==> src/rtl/rsr_pkg.sv <==
// Shared types for ram_stream_reader: FSM state encoding and FIFO depth.
// Optional auto-restart in the top is enabled by defining RSR_LOOP_EN.
package rsr_pkg;

    typedef enum logic [1:0] {
        IDLE  = 2'd0,
        RUN   = 2'd1,
        DRAIN = 2'd2
    } rsr_state_t;

    localparam int RSR_FIFO_DEPTH = 2;

endpackage

==> src/rtl/rsr_skid_fifo.sv <==
// Two-entry FIFO holding {last, data} words returned by the RAM.
// Output data reads as zero while the FIFO is empty.
module rsr_skid_fifo
    import rsr_pkg::*;
#(
    parameter int W = 9
) (
    input  logic         clk,
    input  logic         rst_n,
    input  logic         i_push,
    input  logic [W-1:0] i_data,
    input  logic         i_pop,
    output logic [W-1:0] o_data,
    output logic         o_valid,
    output logic [1:0]   o_count
);

    logic [W-1:0] r_mem [RSR_FIFO_DEPTH];
    logic         r_wptr;
    logic         r_rptr;
    logic [1:0]   r_count;
    logic         w_pop;

    assign w_pop = i_pop && (r_count != 2'd0);

    always_ff @(posedge clk) begin
        if (!rst_n) begin
            r_wptr  <= 1'b0;
            r_rptr  <= 1'b0;
            r_count <= 2'd0;
            for (int i = 0; i < RSR_FIFO_DEPTH; i++) begin
                r_mem[i] <= '0;
            end
        end else begin
            if (i_push) begin
                r_mem[r_wptr] <= i_data;
                r_wptr        <= ~r_wptr;
            end
            if (w_pop) begin
                r_rptr <= ~r_rptr;
            end
            r_count <= r_count + {1'b0, i_push} - {1'b0, w_pop};
        end
    end

    assign o_valid = (r_count != 2'd0);
    assign o_data  = o_valid ? r_mem[r_rptr] : '0;
    assign o_count = r_count;

endmodule

==> src/rtl/ram_stream_reader.sv <==
// Streams a burst of RAM words out over a valid/ready interface.
// Define RSR_LOOP_EN to let the loop input restart bursts back to back.
module ram_stream_reader
    import rsr_pkg::*;
#(
    parameter int DW = 8,
    parameter int AW = 12
) (
    input  logic          clk,
    input  logic          rst_n,
    input  logic          start,
    input  logic [AW-1:0] base,
    input  logic [AW-1:0] len_m1,
    input  logic          loop,
    output logic          busy,
    output logic          done,
    output logic [AW-1:0] raddr,
    output logic          re,
    input  logic [DW-1:0] rd,
    output logic [DW-1:0] m_data,
    output logic          m_valid,
    input  logic          m_ready,
    output logic          m_last
);

    rsr_state_t    r_state;
    rsr_state_t    w_state_nx;
    logic [AW-1:0] r_base;
    logic [AW-1:0] r_len;
    logic [AW:0]   r_idx;
    logic          r_infl;
    logic          r_infl_last;
    logic          r_done;
    logic          w_loop;
    logic          w_pop;
    logic          w_credit;
    logic          w_pend;
    logic          w_issue_last;
    logic [2:0]    w_occ;
    logic [1:0]    w_count;
    logic [DW:0]   w_head;

`ifdef RSR_LOOP_EN
    assign w_loop = loop;
`else
    logic w_unused_loop;
    assign w_unused_loop = loop;
    assign w_loop        = 1'b0;
`endif

    assign w_pop = m_valid && m_ready;
    // Occupancy after this cycle's pop keeps full rate with m_ready high
    assign w_occ    = {1'b0, w_count} + {2'b0, r_infl} - {2'b0, w_pop};
    assign w_credit = (w_occ < 3'd2);
    assign w_pend   = (r_idx <= {1'b0, r_len});

    always_ff @(posedge clk) begin
        if (!rst_n) begin
            r_state <= IDLE;
        end else begin
            r_state <= w_state_nx;
        end
    end

    always_comb begin
        w_state_nx   = r_state;
        re           = 1'b0;
        raddr        = '0;
        w_issue_last = 1'b0;
        unique case (r_state)
            IDLE: begin
                if (start) begin
                    re           = 1'b1;
                    raddr        = base;
                    w_issue_last = (len_m1 == '0);
                    w_state_nx   = RUN;
                end
            end
            RUN: begin
                raddr        = r_base + r_idx[AW-1:0];
                w_issue_last = (r_idx == {1'b0, r_len});
                if (!w_pend) begin
                    w_state_nx = DRAIN;
                end else if (w_credit) begin
                    re = 1'b1;
                    if (w_issue_last && !w_loop) begin
                        w_state_nx = DRAIN;
                    end
                end
            end
            DRAIN: begin
                // Earlier looped bursts may still hold last-flagged words
                if (w_pop && m_last && w_count == 2'd1 && !r_infl) begin
                    w_state_nx = IDLE;
                end
            end
            default: w_state_nx = IDLE;
        endcase
        if (!rst_n) begin
            re    = 1'b0;
            raddr = '0;
        end
    end

    always_ff @(posedge clk) begin
        if (!rst_n) begin
            r_base      <= '0;
            r_len       <= '0;
            r_idx       <= '0;
            r_infl      <= 1'b0;
            r_infl_last <= 1'b0;
            r_done      <= 1'b0;
        end else begin
            r_infl      <= re;
            r_infl_last <= re && w_issue_last;
            r_done      <= w_pop && m_last;
            if (re) begin
                if (w_issue_last && w_loop) begin
                    r_idx <= '0;
                end else if (r_state == IDLE) begin
                    r_idx <= (AW+1)'(1);
                end else begin
                    r_idx <= r_idx + (AW+1)'(1);
                end
                if (r_state == IDLE) begin
                    r_base <= base;
                    r_len  <= len_m1;
                end
            end
        end
    end

    rsr_skid_fifo #(
        .W(DW + 1)
    ) u_fifo (
        .clk     (clk),
        .rst_n   (rst_n),
        .i_push  (r_infl),
        .i_data  ({r_infl_last, rd}),
        .i_pop   (w_pop),
        .o_data  (w_head),
        .o_valid (m_valid),
        .o_count (w_count)
    );

    assign m_data = w_head[DW-1:0];
    assign m_last = w_head[DW];
    assign busy   = (r_state != IDLE);
    assign done   = r_done;

endmodule

==> config.mk <==
export PLATFORM = sky130hd
export DESIGN_NAME = ram_stream_reader
export DESIGN_NICKNAME = d
export VERILOG_FILES = /design/src/rtl/rsr_pkg.sv /design/src/rtl/rsr_skid_fifo.sv /design/src/rtl/ram_stream_reader.sv
export SDC_FILE = /design/constraint.sdc
export NUM_CORES = 1
export LEC_CHECK = 0
export CORE_ASPECT_RATIO = 1.2
export CORE_UTILIZATION = 58
export CTS_CLUSTER_SIZE = 8
export DETAILED_ROUTE_END_ITERATION = 10
export PLACE_DENSITY = 0.82
export SLEW_MARGIN = 20
export SYNTH_ARGS = -nofsm -noshare
export SYNTH_HDL_FRONTEND = slang
export SYNTH_SLANG_ARGS = --single-unit
==> constraint.sdc <==
create_clock -name clk -period 5.7 [get_ports clk]
set_clock_uncertainty 0.05 [all_clocks]
set_input_delay 1.425 -clock clk [delete_from_list [all_inputs] [get_ports clk]]
set_output_delay 1.425 -clock clk [all_outputs]
set_load 0.01 [all_outputs]
==> results.cfg, run 1 <==
[route]
routed_wl_mm = 9.19
drtIter0Drc = 153
firstDrtPassIters = 4
via_per_inst = 5.80
antenna_left = 0
drcViolationCount = 0
wl_per_cell_um = 15.9
vias = 3350

[timing]
fmax_mhz = 192
hold_violations = 0
rsz0062_at_grt = no
fin_tns_setup_ns = 0
final-max-slew-violation-count = 0
period_share_pct = 91.4
maxSlewHeadroom_pct = 36.9
setup-violations-final = 0
worstMarginPinSlew_ns = 0.943
finalCriticalPeriod_ns = 5.21

[logic_synthesis]
synth_adder_area_share_pct = 10.1
ys_seq_area_share_pct = 39.5
syn_area_mm2 = 0.00375
yosysTopAreaCellShare_pct = 25.1
synth_top_area_cell = dfxtp_1
synth_simple_gate_area_share_pct = 24.9
ys.warnings.count = 0
async_flop_share_pct = 0
synth_area_leaders = dfxtp_1 (25%), edfxtp_1 (14%), ha_1 (9.0%)
synth_edf_count = 18
synth_ff_type = dfxtp_1
synth_mux_area_share_pct = 4.27
yosys.area_share.xor_xnor_pct = 2.57
ys_types = 49
synth_area_per_cell_um2 = 8.79
syn_nets = 493
synth_compound_area_share_pct = 14.7
syn_inst = 427
synth_top_family_by_area = simple AND/OR/NAND/NOR gates
synth_seq_cells = 65

[global_routing]
antenna_found_initial = 0
gr-usage-all-layers_pct = 29.4
grt_pass1_wl_mm = 15.3
first_global_vias = 3379
grt_overflow = 0
grt_start_max_net_pins = 25

[clocking]
clk_path_buf_depth = 2
clockRootBuffer = clkbuf_8
cts_buffers = 9
htreeDepth = 3
clk_pin_slew_worst_paths_ns = 0.06
clk_latency_ns = 0.35
cts_tree = yes
cts_sinks = 65

[layout]
final_cell_area_mm2 = 0.00470
fin_nets = 557
area_growth_pct = 25.1
fill_cells = 465
drive_above_1_share_pct = 8.27
diodes = 0

[floorplanning]
die_x_um = 75.4
ios = 62
core-area_mm2 = 0.00613
dieHeight_um = 90.1
rows = 31
start_util_pct = 61.2
die_area_mm2 = 0.00680

[setup_path]
cp_data_required_time_ns = 4.22
path_class = in2out
crit_fanout = 4
end_kind = primary output
worstPathArrival_ns = 3.74
cp-start-kind = input port

[pwr]
p_per_area_mw_per_mm2 = 342
clockPowerShare_pct = 29.0
ir_worst_vdd_v = 0.000192
p_sw_w = 0.000520
seq_power_share_pct = 37.4
comb_power_share_pct = 33.6
switching_share_pct = 32.4
finalPower_w = 0.00160
p_int_w = 0.00108
p_leak_nw = 1.90

[placed_design]
dpl.hpwl_mm = 6.65
gp_congestion = 0.897
placed_area_mm2 = 0.00445
port_buffers = 60

[job]
drv_cap = 0

[hold_path]
min_path_type = reg2reg

[run_status]
status = finished clean
worst max-delay path: stages:
cell and delay (ns):
clkdlybuf4s50_1 0.52, nor2b_1 0.16, ha_1 0.23, nand2b_1 0.15, fa_1 0.41, xnor2_2 0.17, nand4_2 0.15, nand2_2 0.14
nand2_1 0.11, nor2_1 0.10, dlymetal6s2s_1 0.17
area by class of cell:
type	count	area, um^2	share of cell area, %
Clock inverter	6	106	2.26
Inverter	24	90.1	1.92
Timing Repair Buffer	67	656	14.0
Tap cell	82	103	2.18
Clock buffer	10	128	2.72
Multi-Input combinational cell	324	2130	45.4
Sequential cell	65	1480	31.5
cells in the final DEF, fill, tap and decap left out, types with 7 or more instances in the layout:
master,count
nand2_1,66
clkdlybuf4s50_1,59
dfxtp_1,47
nor2_1,32
ha_1,27
inv_1,24
o21ai_0,20
and2_1,20
a21oi_1,18
edfxtp_1,18
mux2i_1,16
o31ai_1,16
nand3_1,10
nor3_1,10
clkbuf_8,9
or2_2,8
xnor2_1,8
nand2b_1,7
buf_4,7
sequential cells by signal, indices dropped and copies added (netlist names), named ones only:
register        count
r_idx              13
r_len              12
r_base             12
r_state             2
done                1
r_infl_last         1
u_fifo.r_wptr       1
u_fifo.r_mem       18
u_fifo.r_rptr       1
u_fifo.o_count      2
r_infl              1
path summary, 6_finish.rpt:
kind / slack (ns) / cells after the start / end / start
setup / recovery: 0.49 / 11 / re / m_ready
hold / removal: 0.41 / 2 / r_base[9]$_SDFFE_PN0P_ / r_base[9]$_SDFFE_PN0P_
setup reg to reg: 2.24 / 11 / r_idx[4]$_SDFFE_PN0P_ / u_fifo.o_count[1]$_SDFF_PN0_
hold reg to reg: 0.41 / 2 / r_base[9]$_SDFFE_PN0P_ / r_base[9]$_SDFFE_PN0P_
cell families after synthesis:
kind of cell | Yosys count
and+or+nand+nor | 185
AOI/OAI and AO/OA | 83
DFF | 65
buffers and inverters | 38
adders and majority gates | 29
muxes | 16
xor gates and xnor gates | 11
synthesized netlist by cell type (2+ instances only):
library cell   n
a211oi_1       5
a31oi_1        3
nor2b_1        3
nor2_1        33
ha_1          27
inv_1         24
or2_2          8
buf_2          2
o31ai_1       16
dfxtp_1       47
edfxtp_1      18
fa_1           2
o21ai_0       20
o21a_1         3
and2_1        20
nand3_1       10
nand2_1       67
nand4_1        5
nor4_1         6
nand2b_1       7
a21o_1         5
a21oi_1       18
mux2i_1       16
a211o_1        2
nor3_1        10
o221a_2        2
and3_1         6
o2111ai_1      2
xnor2_1        9
clkbuf_1      11
xor2_1         2
layer usage:
layer | vias to the layer above | wire (um) | track usage (%)
li1 | 1640 | - | -
met5 | - | 0 | 0
met3 | 33 | 384 | 6.84
met2 | 91 | 4760 | 49.9
met4 | 0 | 291 | 14.7
met1 | 1586 | 3750 | 33.3
through the flow:
stage	hold WS [ns]	utilization, %	worst slack (ns)	cells
after CTS	0.402	76.4	0.0691	578
after global routing	0.425	76.6	0.316	578
final	0.406	76.6	0.490	578
after detailed placement	0.392	72.6	0.0666	562
after global placement	0.386	72.6	0.135	562
after floorplan	0.377	-	1.08	427
what timing repair did:
| action | 4_1_cts | 5_1_grt |
|---|---|---|
| gates resized for setup | 0 | 3 |
| setup endpoints to repair | 0 | 1 |
| hold buffers | 0 | 0 |
| setup buffers | 0 | 0 |
power groups by stage:
stage	Sequential (W)	Combinational (W)	Clock [W]
floorplan	0.000580	0.000356	0
global placement	0.000604	0.000504	0
detailed placement	0.000608	0.000523	0
CTS	0.000598	0.000531	0.000469
global route	0.000608	0.000595	0.000490
finish	0.000600	0.000538	0.000466
No activity file was read; power rests on OpenSTA's default activity.
==> run 2: changes to the inputs <==
--- a/config.mk
+++ b/config.mk
@@ -13,4 +13,5 @@
 export SLEW_MARGIN = 20
 export SYNTH_ARGS = -nofsm -noshare
 export SYNTH_HDL_FRONTEND = slang
+export SYNTH_HIERARCHICAL = 1
 export SYNTH_SLANG_ARGS = --single-unit
==> run 2 against run 1 <==
Effect of this change:
- wire length rose by 0.63%
- flip-flop and latch count did not move
- core utilization fell by 3.1 points
- critical path depth did not move
- total power fell by 9.5%
- area after synthesis rose by 1.6%
- non-clock buffer count rose by 1
- sequential power fell by 5.3%
- setup slack got worse by 0.048 ns
- cell count rose by 4.8%
- maximum frequency fell by 0.91%
- design area rose by 0.32%
==> results.cfg, run 2 <==
[setup_path]
cp_slowest_cell = clkdlybuf4s50_1
path_class = in2out
r2r_cells = 13
path_cells = clkdlybuf4s50_1 -> and2_1 -> ha_1 -> nand2b_1 -> fa_1 -> xnor2_1 -> and2_4 -> a21oi_1 -> a211o_1 -> nor2_1 -> dlymetal6s2s_1
ff2ff_setup_slack_ns = 2.10
worstPathArrival_ns = 3.78
path_buf_inv = 2
cp_data_required_time_ns = 4.22
path_delay_family = adder cells
cpPeakStageDelay_ns = 0.42
crit_fanout = 2
end_kind = primary output
crit_cells = 11
cp-start-kind = input port

[layout]
mostFrequentLayoutCell = nand2_1
largest_register_ffs = 18
diodes = 0
fin_nets = 582
stdcell_count = 606
area_growth_pct = 23.6
top_regs = u_fifo/r_mem x18, r_idx x13
final_cell_mix = nand2_1 (83), clkdlybuf4s50_1 (59), a21oi_1 (49), dfxtp_1 (47), nor2_1 (44)
fill_cells = 532
top_register = u_fifo/r_mem
drive_above_1_share_pct = 7.10

[logic_synthesis]
synth_seq_cells = 65
syn_area_mm2 = 0.00381
synth_area_per_cell_um2 = 8.42
async_flop_share_pct = 0
syn_inst = 453
yosysMostFrequentCell = nand2_1
syn_nets = 519
ys_types = 58
ys_top_cells_by_count = nand2_1 (83), a21oi_1 (49), dfxtp_1 (47), nor2_1 (44), inv_1 (28)
yosysTopAreaCellShare_pct = 24.7
synth_top_area_cell = dfxtp_1
synth_ff_type = dfxtp_1
synth_area_leaders = dfxtp_1 (25%), edfxtp_1 (14%), ha_1 (8.9%)
ys_seq_area_share_pct = 38.9
ys.warnings.count = 6
synth_edf_count = 18

[route]
drcViolationCount = 0
firstDrtPassIters = 5
vias = 3562
wl_per_cell_um = 15.3
antenna_left = 0
drtIter0Drc = 205
routed_wl_mm = 9.25
via_per_inst = 5.88

[global_routing]
antenna_found_initial = 0
grt_pass1_wl_mm = 15.8
grt_overflow = 0
gr-usage-all-layers_pct = 28.5
first_global_vias = 3501
grt_start_max_net_pins = 42

[clocking]
clk_pin_slew_worst_paths_ns = 0.07
cts_buffers = 9
clk_path_buf_depth = 2
cts_tree = yes
clockRootBuffer = clkbuf_8
htreeDepth = 3
cts_hold_buf = 0
post-cts-setup-buffers = 0
cts_sinks = 65
clk_latency_ns = 0.35

[floorplanning]
dieHeight_um = 90.8
ios = 62
start_util_pct = 59.5
die_x_um = 76.0
core-area_mm2 = 0.00641
die_area_mm2 = 0.00690
rows = 32

[placed_design]
placedCellCount = 590
port_buffers = 60
dp_slack_ns = -0.0128
dpl.hpwl_mm = 6.71
gp_congestion = 0.894

[pwr]
p_int_w = 0.000950
clockPowerShare_pct = 25.9
switching_share_pct = 34.5
p_per_area_mw_per_mm2 = 308
p_sw_w = 0.000501
seq_power_share_pct = 39.1
p_leak_nw = 1.78
comb_power_share_pct = 34.9
ir_worst_vdd_v = 0.000191

[timing]
finalCriticalPeriod_ns = 5.26
worstMarginPinSlew_ns = 0.957
maxSlewHeadroom_pct = 36.0
worst_slack_ns = 0.442
hold_violations = 0
rsz0062_at_grt = no
fmax_mhz = 190
fin_tns_setup_ns = 0
setup-violations-final = 0
final-max-slew-violation-count = 0
period_share_pct = 92.2

[job]
drv_cap = 0

[hold_path]
min_path_type = reg2reg
hold_depth = 2

[run_status]
status = finished clean
==> run 2: per-stage QoR <==
stage / instance area, um^2 / utilization, % / hold WS (ns) / power [W]
after CTS: 4710 / 73.5 / 0.407 / 0.00144
after global placement: 4510 / 70.4 / 0.393 / 0.00105
final: 4710 / 73.5 / 0.406 / 0.00145
after detailed placement: 4510 / 70.4 / 0.397 / 0.00107
after floorplan: 3810 / - / 0.386 / 0.000878
after global routing: 4710 / 73.5 / 0.420 / 0.00153
==> run 2: logic make-up (layout without fill, tap and decap cells) <==
kind of cell / count (synthesis) / in the layout / share of synthesized area (%)
compound gates: 106 / 106 / 18.2
xor+xnor: 6 / 6 / 1.74
fa+ha+maj: 29 / 29 / 9.91
buf+inv: 44 / 112 / 4.63
flops: 65 / 65 / 38.9
mux: 11 / 11 / 2.89
simple gates: 192 / 192 / 23.8
==> run 2: layout make-up <==
class | count | area, um^2 | area share, %
flip-flops and latches | 65 | 1480 | 31.4
well taps | 85 | 106 | 2.26
clock inverters | 4 | 26.3 | 0.558
clock buffers | 12 | 166 | 3.53
inverters | 28 | 105 | 2.23
multi-input cells | 344 | 2160 | 45.9
repair buffers | 68 | 663 | 14.1
==> run 2: what timing repair did <==
| item | CTS | global route |
|---|---|---|
| setup endpoints to repair | 1 | 1 |
| resized for setup | 1 | 2 |
| pin swaps | 0 | 0 |
==> run 2: path summary, 6_finish.rpt <==
kind,start,to
worst max-delay path,m_ready,re
worst min-delay path,r_len[2]$_SDFFE_PN0P_,r_len[2]$_SDFFE_PN0P_
worst max register to register,u_fifo/o_count[1]$_SDFF_PN0_,r_idx[9]$_SDFFE_PN0P_
worst min register to register,r_len[2]$_SDFFE_PN0P_,r_len[2]$_SDFFE_PN0P_
==> run 2: routing by layer <==
layer  track usage, %  part of all wire (%)  up-vias
met5                0                     0        -
met4             15.4                   2.5        0
met3             3.84                   5.0       24
met2             51.7                    52      127
met1             32.3                    40     1668
li1                 -                     -     1743
==> run 2: power by group through the flow <==
stage	clock network, W	registers (W)	logic (W)
floorplan	0	0.000565	0.000313
global placement	0	0.000575	0.000476
detailed placement	0	0.000578	0.000490
CTS	0.000380	0.000568	0.000496
global route	0.000402	0.000574	0.000558
finish	0.000377	0.000568	0.000507
==> run 2: worst reg2reg max path: cells and delay by family, from the launching register on <==
family / cells / cell delay (ns)
xor gates and xnor gates: 1 / 0.15
and+or+nand+nor: 5 / 1.44
adders and majority gates: 2 / 0.67
DFF: 1 / 0.39
buffers and inverters: 2 / 0.33
AOI/OAI and AO/OA: 3 / 0.50
